==> src/rtl/imm_encoder_pkg.sv <==
// Shared core definitions for immediate formats: the format codes used by both
// the immediate extender and the immediate encoder, plus a range-check helper.
package imm_encoder_pkg;

  typedef enum logic [1:0] {
    IMM_I = 2'b00,
    IMM_S = 2'b01,
    IMM_B = 2'b10,
    IMM_J = 2'b11
  } imm_src_e;

  // Sign-bit position of each format's immediate field.
  localparam int unsigned SIGN_BIT_IS = 11;
  localparam int unsigned SIGN_BIT_B  = 12;
  localparam int unsigned SIGN_BIT_J  = 20;

  // True when every bit above msb replicates bit msb, i.e. v equals its
  // sign-extension from msb.
  function automatic logic fits_signed(input logic [31:0] v, input int unsigned msb);
    logic ok;
    ok = 1'b1;
    for (int unsigned i = 0; i < 32; i++) begin
      if (i > msb && v[i] != v[msb]) ok = 1'b0;
    end
    return ok;
  endfunction

endpackage

==> src/rtl/imm_pack.sv <==
// Combinational immediate packer: scatters the immediate into the instruction
// word for the selected format and flags values the format cannot represent.
module imm_pack
  import imm_encoder_pkg::*;
(
  input  imm_src_e    src_i,
  input  logic [31:0] imm_i,
  input  logic [31:0] base_i,
  output logic [31:0] instr_o,
  output logic        err_o
);

  always_comb begin
    instr_o = base_i;
    err_o   = 1'b0;
    case (src_i)
      IMM_I: begin
        instr_o[31:20] = imm_i[11:0];
        err_o          = !fits_signed(imm_i, SIGN_BIT_IS);
      end
      IMM_S: begin
        instr_o[31:25] = imm_i[11:5];
        instr_o[11:7]  = imm_i[4:0];
        err_o          = !fits_signed(imm_i, SIGN_BIT_IS);
      end
      IMM_B: begin
        instr_o[31]    = imm_i[12];
        instr_o[7]     = imm_i[11];
        instr_o[30:25] = imm_i[10:5];
        instr_o[11:8]  = imm_i[4:1];
        err_o          = !fits_signed(imm_i, SIGN_BIT_B) || imm_i[0];
      end
      IMM_J: begin
        instr_o[31]    = imm_i[20];
        instr_o[19:12] = imm_i[19:12];
        instr_o[20]    = imm_i[11];
        instr_o[30:21] = imm_i[10:1];
        err_o          = !fits_signed(imm_i, SIGN_BIT_J) || imm_i[0];
      end
      default: ;
    endcase
  end

endmodule

==> src/rtl/imm_encoder.sv <==
// Two-stage valid/ready pipeline around imm_pack, with a saturating count of
// errored words handed to the consumer.
module imm_encoder
  import imm_encoder_pkg::*;
(
  input  logic        clk,
  input  logic        resetn,
  input  logic        in_valid,
  output logic        in_ready,
  input  logic [1:0]  in_imm_src,
  input  logic [31:0] in_imm,
  input  logic [31:0] in_base,
  output logic        out_valid,
  input  logic        out_ready,
  output logic [31:0] out_instr,
  output logic        out_err,
  output logic [15:0] err_count
);

  logic [31:0] pack_instr;
  logic        pack_err;

  logic        s1_valid_q, s2_valid_q;
  logic [31:0] s1_instr_q, s2_instr_q;
  logic        s1_err_q,   s2_err_q;
  logic [15:0] err_cnt_q,  err_cnt_d;
  logic        s1_adv, s2_adv;

  imm_pack u_pack (
    .src_i   (imm_src_e'(in_imm_src)),
    .imm_i   (in_imm),
    .base_i  (in_base),
    .instr_o (pack_instr),
    .err_o   (pack_err)
  );

  assign s2_adv   = !s2_valid_q || out_ready;
  assign s1_adv   = !s1_valid_q || s2_adv;
  assign in_ready = s1_adv;

  always_comb begin
    err_cnt_d = err_cnt_q;
    if (s2_valid_q && out_ready && s2_err_q && err_cnt_q != '1)
      err_cnt_d = err_cnt_q + 16'd1;
  end

  always_ff @(posedge clk or negedge resetn) begin
    if (!resetn) begin
      s1_valid_q <= 1'b0;
      s1_instr_q <= '0;
      s1_err_q   <= 1'b0;
      s2_valid_q <= 1'b0;
      s2_instr_q <= '0;
      s2_err_q   <= 1'b0;
      err_cnt_q  <= '0;
    end else begin
      if (s1_adv) begin
        s1_valid_q <= in_valid;
        s1_instr_q <= pack_instr;
        s1_err_q   <= pack_err;
      end
      if (s2_adv) begin
        s2_valid_q <= s1_valid_q;
        s2_instr_q <= s1_instr_q;
        s2_err_q   <= s1_err_q;
      end
      err_cnt_q <= err_cnt_d;
    end
  end

  assign out_valid = s2_valid_q;
  assign out_instr = s2_instr_q;
  assign out_err   = s2_err_q;
  assign err_count = err_cnt_q;

endmodule

==> config.mk <==
export PLATFORM = sky130hd
export DESIGN_NAME = imm_encoder
export DESIGN_NICKNAME = d
export VERILOG_FILES = /design/src/rtl/imm_encoder_pkg.sv /design/src/rtl/imm_pack.sv /design/src/rtl/imm_encoder.sv
export SDC_FILE = /design/constraint.sdc
export NUM_CORES = 1
export LEC_CHECK = 0
export ABC_AREA = 1
export BUFFER_PORTS_ARGS = -buffer_cell sky130_fd_sc_hd__clkbuf_2
export CAP_MARGIN = 15
export CELL_PAD_IN_SITES_DETAIL_PLACEMENT = 2
export CELL_PAD_IN_SITES_GLOBAL_PLACEMENT = 2
export CORE_ASPECT_RATIO = 0.75
export CORE_UTILIZATION = 32
export CTS_BUF_LIST = sky130_fd_sc_hd__clkbuf_2
export CTS_CLUSTER_DIAMETER = 120
export DETAILED_ROUTE_END_ITERATION = 7
export PLACE_DENSITY = 0.83
export SYNTH_ARGS = -nofsm -noshare
export SYNTH_HDL_FRONTEND = slang
export SYNTH_SLANG_ARGS = --single-unit
==> constraint.sdc <==
create_clock -name clk -period 3.62 [get_ports clk]
set_input_delay 0.362 -clock clk [delete_from_list [all_inputs] [get_ports clk]]
set_output_delay 0.362 -clock clk [all_outputs]
set_load 0.005 [all_outputs]
==> out/summary.txt <==
Die Y = 98.6 um
First-pass GRT wire length = 19,900 um
Final hold viol count = 0
R2R cell count = 7
Reg2Reg Setup Slack = 1.31 ns
Clock power share = 18.5%
Slew margin rel. = 40.7%
Cell count after synthesis = 490
Pin count of the biggest net entering global routing = 85
RSZ-0062 raised after global routing = false
DP Wirelength = 8990 um
Fillers = 1,396
DRT Pass-1 Iters = 4
Non-Filler Instances = 780
Synth Register Bits = 84
CTS root buf = clkbuf_2
Antenna violations before repair = 1
RR Endpoint = s1_instr_q[21]
Wire per inst = 15.3 um
Tcrit/Tclk final = 80.8%
Chip Width = 131 um
Pint = 1.40 mW
CP Launch Type = flop
Crit-path slowest cell = inv_2
Mapped Area = 0.00399 mm2
Hold crit path type = input pin to flop
R2R Path Start = out_valid
Critical Path RT = 3.26 ns
1st-iter DRT viols = 92
Starting Density = 33.6%
Sequential Area = 0.00210 mm2
Final instance area = 0.00492 mm2
Post-synth net total = 565
Pwr dens = 440 mW/mm2
Total number of vias = 3,649
Worst Setup End Kind = output port
Gr ovfl total = 0
Deepest clock path buffer count = 2
Sw Share = 35.3%
Seq pwr share = 55.9%
Drt drc = 0
Port-buffer cells = 113
H-Tree Depth = 3
CP arrival = 2.56 ns
Most frequent cells in the layout = nand2_1 (183), clkbuf_2 (122), dfrtp_1 (84), inv_1 (42), nor2_1 (41)
Least-Margin Pin Slew = 0.888 ns
WS Path Type = flop to output port
Max frequency = 342 MHz
Synthesis-to-finish area growth = 23.4%
Syn_area_per_cell = 8.13 um2
CP Launch Point = out_valid
Max-cap violations = 0
Vias in the first global route = 3,960
Cell chain of the critical path = inv_1 -> nor2_4 -> inv_2 -> nor2_4 -> inv_2 -> clkbuf_2
Post-route ant nets = 0
Fraction of post-synthesis cell area in the top cell type by area = 52.7%
Die ar. = 0.0129 mm2
Commonest non-fill, non-tap cell in the layout = nand2_1
Cell count after placement = 751
Dominant cells by area after synthesis = dfrtp_1 (53%), nand2_1 (17%), inv_1 (4.0%)
Synth warn = 0
CTS Buf Count = 9
Max stage delay on crit path = 0.69 ns
Total GRT Usage = 19.9%
Yosys cell types = 35
Worst-path clk slew = 0.21 ns
Seq/Total Area, Yosys = 52.7%
CTS tree = done
Clock Skew = 0.0149 ns
Num rows = 34
VDD IR-drop max = 0.151 mV
WL final = 11,900 um
Setup TNS = 0 ns
Leak Pwr = 2.57 nW
Net Sw Power = 764 uW
Dpl cell area = 0.00469 mm2
Top Ports = 121
Pre-CTS setup slack = 1.21 ns
Max Slew Vio Count = 0
Yosys top cell by area = dfrtp_1
Final Critical Period = 2.92 ns
Clk_lat worst skew = 0.53 ns
Setup repair bufs after CTS = 0
Power share of the combinational group = 25.5%
Crit path capture = in_ready
Final setup violation count = 0
Nets = 688
CTS Sinks = 84
Via/cell ratio = 4.68
Multi-input logic area = 0.00163 mm2
Share of layout cells above drive strength 1 = 24.3%
CP Max Fanout = 53
Core Footprint = 0.0119 mm2
Fin worst setup slack = 0.695 ns
Outcome = completed
Gpl congestion = 0.841
worst max-delay path, delay by kind of cell (launching register included):
family | cells | cell delay [ns]
flops | 1 | 0.44
buf+inv | 4 | 1.38
simple gates | 2 | 0.23
flip-flops by register name, indices dropped and copies added, names as in the netlist:
signal / count
out_instr: 32
s1_instr_q: 32
err_count: 16
out_err: 1
out_valid: 1
s1_err_q: 1
s1_valid_q: 1
cell usage after synthesis (all sizes together):
| master | number |
|---|---|
| nor3 | 5 |
| a221oi | 1 |
| xor2 | 10 |
| nor2 | 43 |
| dfrtp | 84 |
| and3 | 1 |
| o21a | 1 |
| a31oi | 8 |
| ha | 5 |
| buf | 7 |
| nand4 | 2 |
| inv | 45 |
| o211ai | 4 |
| nand2 | 188 |
| clkbuf | 8 |
| o22ai | 2 |
| clkinv | 1 |
| a211oi | 1 |
| xnor2 | 2 |
| nand3b | 1 |
| nand3 | 19 |
| a22oi | 1 |
| a21oi | 6 |
| or2 | 2 |
| o21ai | 43 |
per-stage QoR:
stage | util, % | power, mW | hold slack, ns
6_report | 41.4 | 2.17 | 0.0553
3_3_place_gp | 39.5 | 1.73 | 0.457
2_1_floorplan | - | 1.49 | 0.0664
3_5_place_dp | 39.5 | 1.78 | 0.461
5_1_grt | 41.4 | 2.33 | -0.0000499
4_1_cts | 41.0 | 2.21 | 0.000145
logic make-up after synthesis:
group	Yosys count	share of synthesized area [%]
flip-flops	84	52.7
adder cells (fa/ha/maj)	5	1.57
XOR/XNOR	12	2.64
AO/OA/AOI/OAI	67	9.64
AND/OR/NAND/NOR	261	27.1
buffers and inverters	61	6.28
how the worst min path moves through the flow:
stage | startpoint | endpoint | slack (ns) | depth (start not counted)
2_1_floorplan | resetn | err_count[0] | 0.07 | 0
3_3_place_gp | s1_instr_q[11] | out_instr[11] | 0.46 | 2
3_5_place_dp | s1_instr_q[28] | out_instr[28] | 0.46 | 2
4_1_cts | in_imm[7] | s1_instr_q[27] | 0.0001 | 3
5_1_grt | in_base[8] | s1_instr_q[8] | -0.00005 | 3
6_report | in_base[0] | s1_instr_q[0] | 0.06 | 3
what timing repair did:
item	in CTS	in global routing
hold buffers	10	2
gates resized for setup	0	0
hold endpoints to repair	18	2
layer usage:
layer  vias up  routed length (um)  GRT usage [%]  part of all wire (%)
met2        70                5790           33.2                    48
met4         0                 104           4.24                  0.87
met1      1788                5640           26.6                    47
li1       1783                   -              -                     -
met3         8                 409           3.96                   3.4
met5         -                   0              0                     0
final cells by class:
class / instances / area share [%]
Tap cell: 162 / 4.12
Timing Repair Buffer: 127 / 14.7
Clock buffer: 10 / 1.02
Antenna cell: 1 / 0.0509
Multi-Input combinational cell: 345 / 33.2
Clock inverter: 5 / 0.611
Sequential cell: 84 / 42.7
Inverter: 46 / 3.56
power groups by stage:
stage	Clock, mW	Combinational (mW)	Sequential [mW]
floorplan	0	0.283	1.21
global placement	0	0.517	1.22
detailed placement	0	0.550	1.23
CTS	0.433	0.562	1.21
global route	0.461	0.632	1.24
finish	0.401	0.553	1.21
Note: power is estimated with default switching activity, not from simulation.
